**src/rtl/rf_dump.sv**
```systemverilog
// Debug read-out engine: walks a register-file address range through one read port and
// streams each value out over a valid/ready handshake.
module rf_dump #(
   parameter int unsigned DATA_W = 32,
   parameter int unsigned ADDR_W = 4
) (
   input  logic              clk,
   input  logic              rst,
   input  logic              start,
   input  logic [ADDR_W-1:0] start_reg,
   input  logic [ADDR_W-1:0] end_reg,
   input  logic              abort,
   output logic [ADDR_W-1:0] rd_reg,
   input  logic [DATA_W-1:0] rd_data,
   output logic              out_valid,
   input  logic              out_ready,
   output logic [DATA_W-1:0] out_data,
   output logic [ADDR_W-1:0] out_idx,
   output logic              busy,
   output logic              done
);

   typedef enum logic [1:0] {StIdle, StRead, StCapt, StSend} state_e;

   state_e              state_q, state_d;
   logic [ADDR_W-1:0]   cur_q, cur_d;
   logic [ADDR_W-1:0]   last_q, last_d;
   logic [ADDR_W-1:0]   rd_reg_q, rd_reg_d;
   logic                out_valid_q, out_valid_d;
   logic [DATA_W-1:0]   out_data_q, out_data_d;
   logic [ADDR_W-1:0]   out_idx_q, out_idx_d;
   logic                busy_q, busy_d;
   logic                done_q, done_d;
   logic [ADDR_W-1:0]   cur_inc;

   // Address arithmetic wraps naturally at the register-file size.
   assign cur_inc = cur_q + ADDR_W'(1);

   always_comb begin
      state_d     = state_q;
      cur_d       = cur_q;
      last_d      = last_q;
      rd_reg_d    = rd_reg_q;
      out_valid_d = out_valid_q;
      out_data_d  = out_data_q;
      out_idx_d   = out_idx_q;
      busy_d      = busy_q;
      done_d      = 1'b0;

      unique case (state_q)
         StIdle: begin
            if (start && !abort) begin
               cur_d    = start_reg;
               last_d   = end_reg;
               rd_reg_d = start_reg;
               busy_d   = 1'b1;
               state_d  = StRead;
            end
         end
         StRead: begin
            // Register file latches rd_data at this edge.
            state_d = StCapt;
         end
         StCapt: begin
            out_data_d  = rd_data;
            out_idx_d   = cur_q;
            out_valid_d = 1'b1;
            state_d     = StSend;
         end
         StSend: begin
            if (out_valid_q && out_ready) begin
               out_valid_d = 1'b0;
               if (cur_q == last_q) begin
                  done_d  = 1'b1;
                  busy_d  = 1'b0;
                  state_d = StIdle;
               end else begin
                  cur_d    = cur_inc;
                  rd_reg_d = cur_inc;
                  state_d  = StRead;
               end
            end
         end
         default: state_d = StIdle;
      endcase

      // Abort wins over any handshake; a pending word is dropped without a done pulse.
      if (abort && (state_q != StIdle)) begin
         state_d     = StIdle;
         out_valid_d = 1'b0;
         busy_d      = 1'b0;
         done_d      = 1'b0;
         cur_d       = cur_q;
         rd_reg_d    = rd_reg_q;
      end
   end

   always_ff @(posedge clk or posedge rst) begin
      if (rst) begin
         state_q     <= StIdle;
         cur_q       <= '0;
         last_q      <= '0;
         rd_reg_q    <= '0;
         out_valid_q <= 1'b0;
         out_data_q  <= '0;
         out_idx_q   <= '0;
         busy_q      <= 1'b0;
         done_q      <= 1'b0;
      end else begin
         state_q     <= state_d;
         cur_q       <= cur_d;
         last_q      <= last_d;
         rd_reg_q    <= rd_reg_d;
         out_valid_q <= out_valid_d;
         out_data_q  <= out_data_d;
         out_idx_q   <= out_idx_d;
         busy_q      <= busy_d;
         done_q      <= done_d;
      end
   end

   assign rd_reg    = rd_reg_q;
   assign out_valid = out_valid_q;
   assign out_data  = out_data_q;
   assign out_idx   = out_idx_q;
   assign busy      = busy_q;
   assign done      = done_q;

endmodule

```
**config.mk**
```make
export PLATFORM = sky130hd
export DESIGN_NAME = rf_dump
export DESIGN_NICKNAME = d
export VERILOG_FILES = /design/src/rtl/rf_dump.sv
export SDC_FILE = /design/constraint.sdc
export NUM_CORES = 1
export LEC_CHECK = 0
export CAP_MARGIN = 20
export CORE_MARGIN = 4
export CORE_UTILIZATION = 45
export CTS_CLUSTER_DIAMETER = 150
export DETAILED_ROUTE_END_ITERATION = 8
export HOLD_SLACK_MARGIN = 0.12
export PLACE_DENSITY = 0.83
export REMOVE_ABC_BUFFERS = 1
export SKIP_LAST_GASP = 1
export SYNTH_ARGS = -nofsm -noshare
export SYNTH_HDL_FRONTEND = slang
export SYNTH_SLANG_ARGS = --single-unit
```
**constraint.sdc**
```tcl
create_clock -name clk -period 3.1 [get_ports clk]
set_clock_uncertainty 0.05 [all_clocks]
set_input_delay 0.31 -clock clk [delete_from_list [all_inputs] [get_ports clk]]
set_output_delay 0.31 -clock clk [all_outputs]
set_load 0.01 [all_outputs]
```
# Word-level counts from Yosys, hierarchy flattened
# Cells that the tools add are included.
[classes] addsub=1 n_mul=0 div=0 magnitude_cmp=0 eq_ne=10 shifts=0 mux=21 bitwise=1 reduce_logical=14
[op_table] operator="two-way mux 4 bit" n=3
[op_table] operator="two-way mux 1 bit" n=11
[op_table] operator="inequality test 3 bit, second input constant" n=3
[op_table] operator="one-hot mux 2 bit (4 select lines)" n=1
[op_table] operator="one-hot mux 4 bit (2 select lines)" n=1
[op_table] operator="two-way mux 2 bit" n=3
[op_table] operator="inequality test 2 bit, second input constant" n=3
[op_table] operator="AND reduction 2 bit" n=3
[op_table] operator="nonzero test 3 bit" n=2
[op_table] operator="AND reduction 5 bit" n=1
[op_table] operator="adder 4 x 1 -> 4 bit, second input constant" n=1
[op_table] operator="equality test 2 bit, second input constant" n=2
[op_table] operator="equality test 4 bit" n=1
[op_table] operator="one-hot mux 1 bit (2 select lines)" n=2
[op_table] operator="AND reduction 4 bit" n=1
[op_table] operator="nonzero test 2 bit" n=2
[op_table] operator="logical AND 1 bit" n=3
[op_table] operator="equality test 2 x 1 -> 1 bit, second input constant" n=1
[op_table] operator="logical NOT 2 bit" n=1
[op_table] operator="logical NOT 1 bit" n=1
[op_table] operator="inverter 1 bit" n=1
[word_totals] register_bits=49 latch_bits=0 ramBits=0 romBits=0 n_memories=0

# Longest topological paths before layout
[logic_depth] word_depth=5 depth_mapped=6 depth_no_buf=6

# Worst setup path before layout
# Ideal clock, no wire load.
[synth_path] path_kind="reg-to-reg" from="register state_q[1]" to="register rd_reg_q[3] (netlist: rd_reg[3])" setup_time_ps=133 t_arrival_ps=1545 setup_slack_ps=1372 stages_incl_launch_ff=6 path_buffers=0 period_less_slack_ps=1728 cell_sequence="dfrtp_1 ha_1 a21boi_4 nor4_4 mux2i_1 o211ai_1"
[synth_via] elab_chain_len=4 word_cells_on_any_way=11 classes_between="4 x eq/ne; 1 x mux; 1 x bitwise; 5 x reduce/logical"
[synth_rtl] item="start: declaration" line_no="25" source="state_e state_q, state_d;"
[synth_rtl] item="start signal: assignment" line_no="100" source="state_q <= StIdle;"
[synth_rtl] item="start signal: assignment" line_no="110" source="state_q <= state_d;"
[synth_rtl] item="parallel branches: the longest is 4 deep, another holds AND reduction 5 bit"
[synth_rtl] item="end signal: assignment" line_no="113" source="rd_reg_q <= rd_reg_d;"
[synth_rtl] item="end: declaration" line_no="28" source="logic [ADDR_W-1:0] rd_reg_q, rd_reg_d;"
# Parallel ways; which one is timed is not known.
# A chain may end at the register's enable or synchronous reset.

# Worst setup path in the final report
[layout_path] from="register state_q[1]" to="register rd_reg_q[2] (netlist: rd_reg[2])"
# Same word-level chain as after synthesis.

==> metrics.txt <==
# hold bufs at CTS=0; Syn Area/Cell=13.9 µm²; register bit total from synthesis=49; CTS buffer count=5; commonest non-fill, non-tap cell in the layout=clkdlybuf4s50_1; Layout fillers=339; CTS root buffer=clkbuf_8; number of routed nets with antenna violations=0; hold crit path type=primary input to async pin; H-tree levels=2; RR Endpoint=rd_reg[2]; placed insts=289; routed len/inst=15.6 µm; static leakage=1.32 nW; clk sinks=49; fin. max-slew vios=0; sequential-to-total area share from yosys stat=56.8%; Distinct cells, synth=33; share of cells above drive strength 1=6.10%; Slew HR=40.4%; Tot Pwr=3.03 mW; PwrDens=950 mW/mm²; synth warn=0; number of global-route vias before repair=1525; All-Layer GR Usage=16.6%; Die ar.=0.00597 mm²; P&R area growth vs syn=48.0%; core area=0.00450 mm²; Mapped Area=0.00216 mm²; Largest register FFs=32; TritonCTS clock tree=built; synthesized instance count=155; routed wire length=4.65 mm; initial core utilization=47.9%; RSZ-0062 raised after global routing=false; Iter 0 DRT Violations=50; global-route wire length before repair=7.83 mm; Max VDD drop=0.000458 V; worst path bufs/invs=0; critical path peak fanout=17; # DRC=0; GPL Wtd Cong=0.744; standard-cell row count=24; critical path's top delay family=simple AND/OR/NAND/NOR gates; IO Port Bufs=87; measured slew at the worst slew-check pin=0.894 ns; clk slew on worst S/H paths=0.09 ns; CP max-delay cell=nor4_4; most frequent cells in the layout=clkdlybuf4s50_1, dfrtp_1, mux2_1; Slowest Stage Delay on Critical Path=0.51 ns; Hold Slack=0.202 ns; final setup vio count=0; DR vias=1521; Vias/cell=5.10; post-DP HPWL=3.40 mm; Max Clk Rate=480 MHz; setup TNS=0 ns; NumNets Final=295; Max Buffers Root-to-Sink=2; TritonRoute pass-1 iters=4; Fin. Hold Viols=0; Tcrit/Tclk final=67.2%; initial antenna violation count=0; Critical Path RT=3.23 ns; R2R Setup Slk=1.02 ns; largest net degree at the start of global routing=50; Worst Reg-to-Reg Cells=5; minimum clock period=2.08 ns; critical path class=register to register; crit path DAT=2.21 ns; crit start category=register; Setup crit end kind=register; critical path, cell by cell=ha_1 > a21boi_4 > nor4_4 > mux2i_1 > o211ai_1; postcts setup bufs=0; DIE WIDTH=77.2 µm; status=complete, no violations; clock latency on the worst-skew pair=0.30 ns; io pins=88; Chip Height=77.2 µm; final cell count without fillers=298; FF-to-FF Start=state_q[1]; post-cts sizing count=0; grt total ovfl=0; # diodes=0; max_cap viols=0
[cells in the mapped netlist, drive strengths merged]
library cell / n / area share [%]
a21boi: 2 / 1.2
nand4: 3 / 0.87
nor2b: 1 / 0.29
dfrtp: 49 / 57
and2: 1 / 0.29
nand2: 2 / 0.35
nor2: 2 / 0.35
mux2i: 3 / 1.4
o22ai: 2 / 0.58
mux2: 40 / 21
nand4b: 2 / 0.81
and2b: 3 / 1.2
nand3b: 2 / 0.70
o21ai: 1 / 0.23
and4: 1 / 0.41
a31oi: 1 / 0.29
ha: 5 / 2.9
clkbuf: 1 / 0.17
o211ai: 3 / 1.0
a21oi: 1 / 0.23
nand2b: 3 / 0.87
nor4: 1 / 0.99
a22o: 2 / 0.87
nand3: 5 / 1.2
buf: 4 / 0.93
a21o: 2 / 0.70
nor3: 1 / 0.23
inv: 7 / 1.2
xnor2: 4 / 1.6
o2111ai: 1 / 0.41
[stage by stage]
step	utilization [%]	setup slack, ns	cell area (µm²)
finish	70.9	1.02	3190
global route	70.9	0.878	3190
CTS	70.4	1.02	3170
detailed placement	68.2	1.05	3070
global placement	68.2	1.09	3070
floorplan	-	1.07	2130
[cells by family (layout without fill, tap and decap cells)]
logic type / count (synthesis) / count (layout) / share of synthesized area, %
AOI/OAI and AO/OA: 15 / 15 / 5.57
xor gates and xnor gates: 4 / 4 / 1.62
adders and majority gates: 5 / 5 / 2.90
buffers and inverters: 12 / 103 / 2.32
DFF: 49 / 49 / 56.8
muxes: 43 / 43 / 22.3
and+or+nand+nor: 27 / 27 / 8.47
[final cells by class]
type                    instances  area [µm²]  area share [%]
clock buffers                   7        96.3            3.02
well taps                      52        65.1            2.04
clock inverters                 1        5.00           0.157
multi-input cells              94         883            27.7
flip-flops and latches         49        1230            38.4
repair buffers                 88         891            27.9
inverters                       7        26.3           0.823
[worst max path at each step]
stage / from / slack, ns / cells after the start / end
3_3_place_gp: state_q[1] / 1.09 / 5 / rd_reg[2]
3_5_place_dp: state_q[1] / 1.05 / 5 / rd_reg[2]
2_1_floorplan: state_q[0] / 1.07 / 3 / out_data[0]
5_1_grt: state_q[1] / 0.88 / 5 / rd_reg[3]
4_1_cts: state_q[1] / 1.02 / 5 / rd_reg[2]
6_report: state_q[1] / 1.02 / 5 / rd_reg[2]
[power breakdown]
part | switching, mW | internal (mW) | total, mW
clock network | 0.205 | 0.202 | 0.407
logic | 0.590 | 0.876 | 1.47
registers | 0.204 | 0.958 | 1.16
total | 0.999 | 2.04 | 3.03
[per-layer routing]
metal / routed length [µm] / vias up / GRT usage (%)
met2: 1960 / 71 / 24.4
met4: 65 / 0 / 5.34
met3: 420 / 6 / 5.85
met5: 0 / - / 0
met1: 2200 / 711 / 22.8
li1: - / 733 / -
Power figures use the tool's default switching activity.
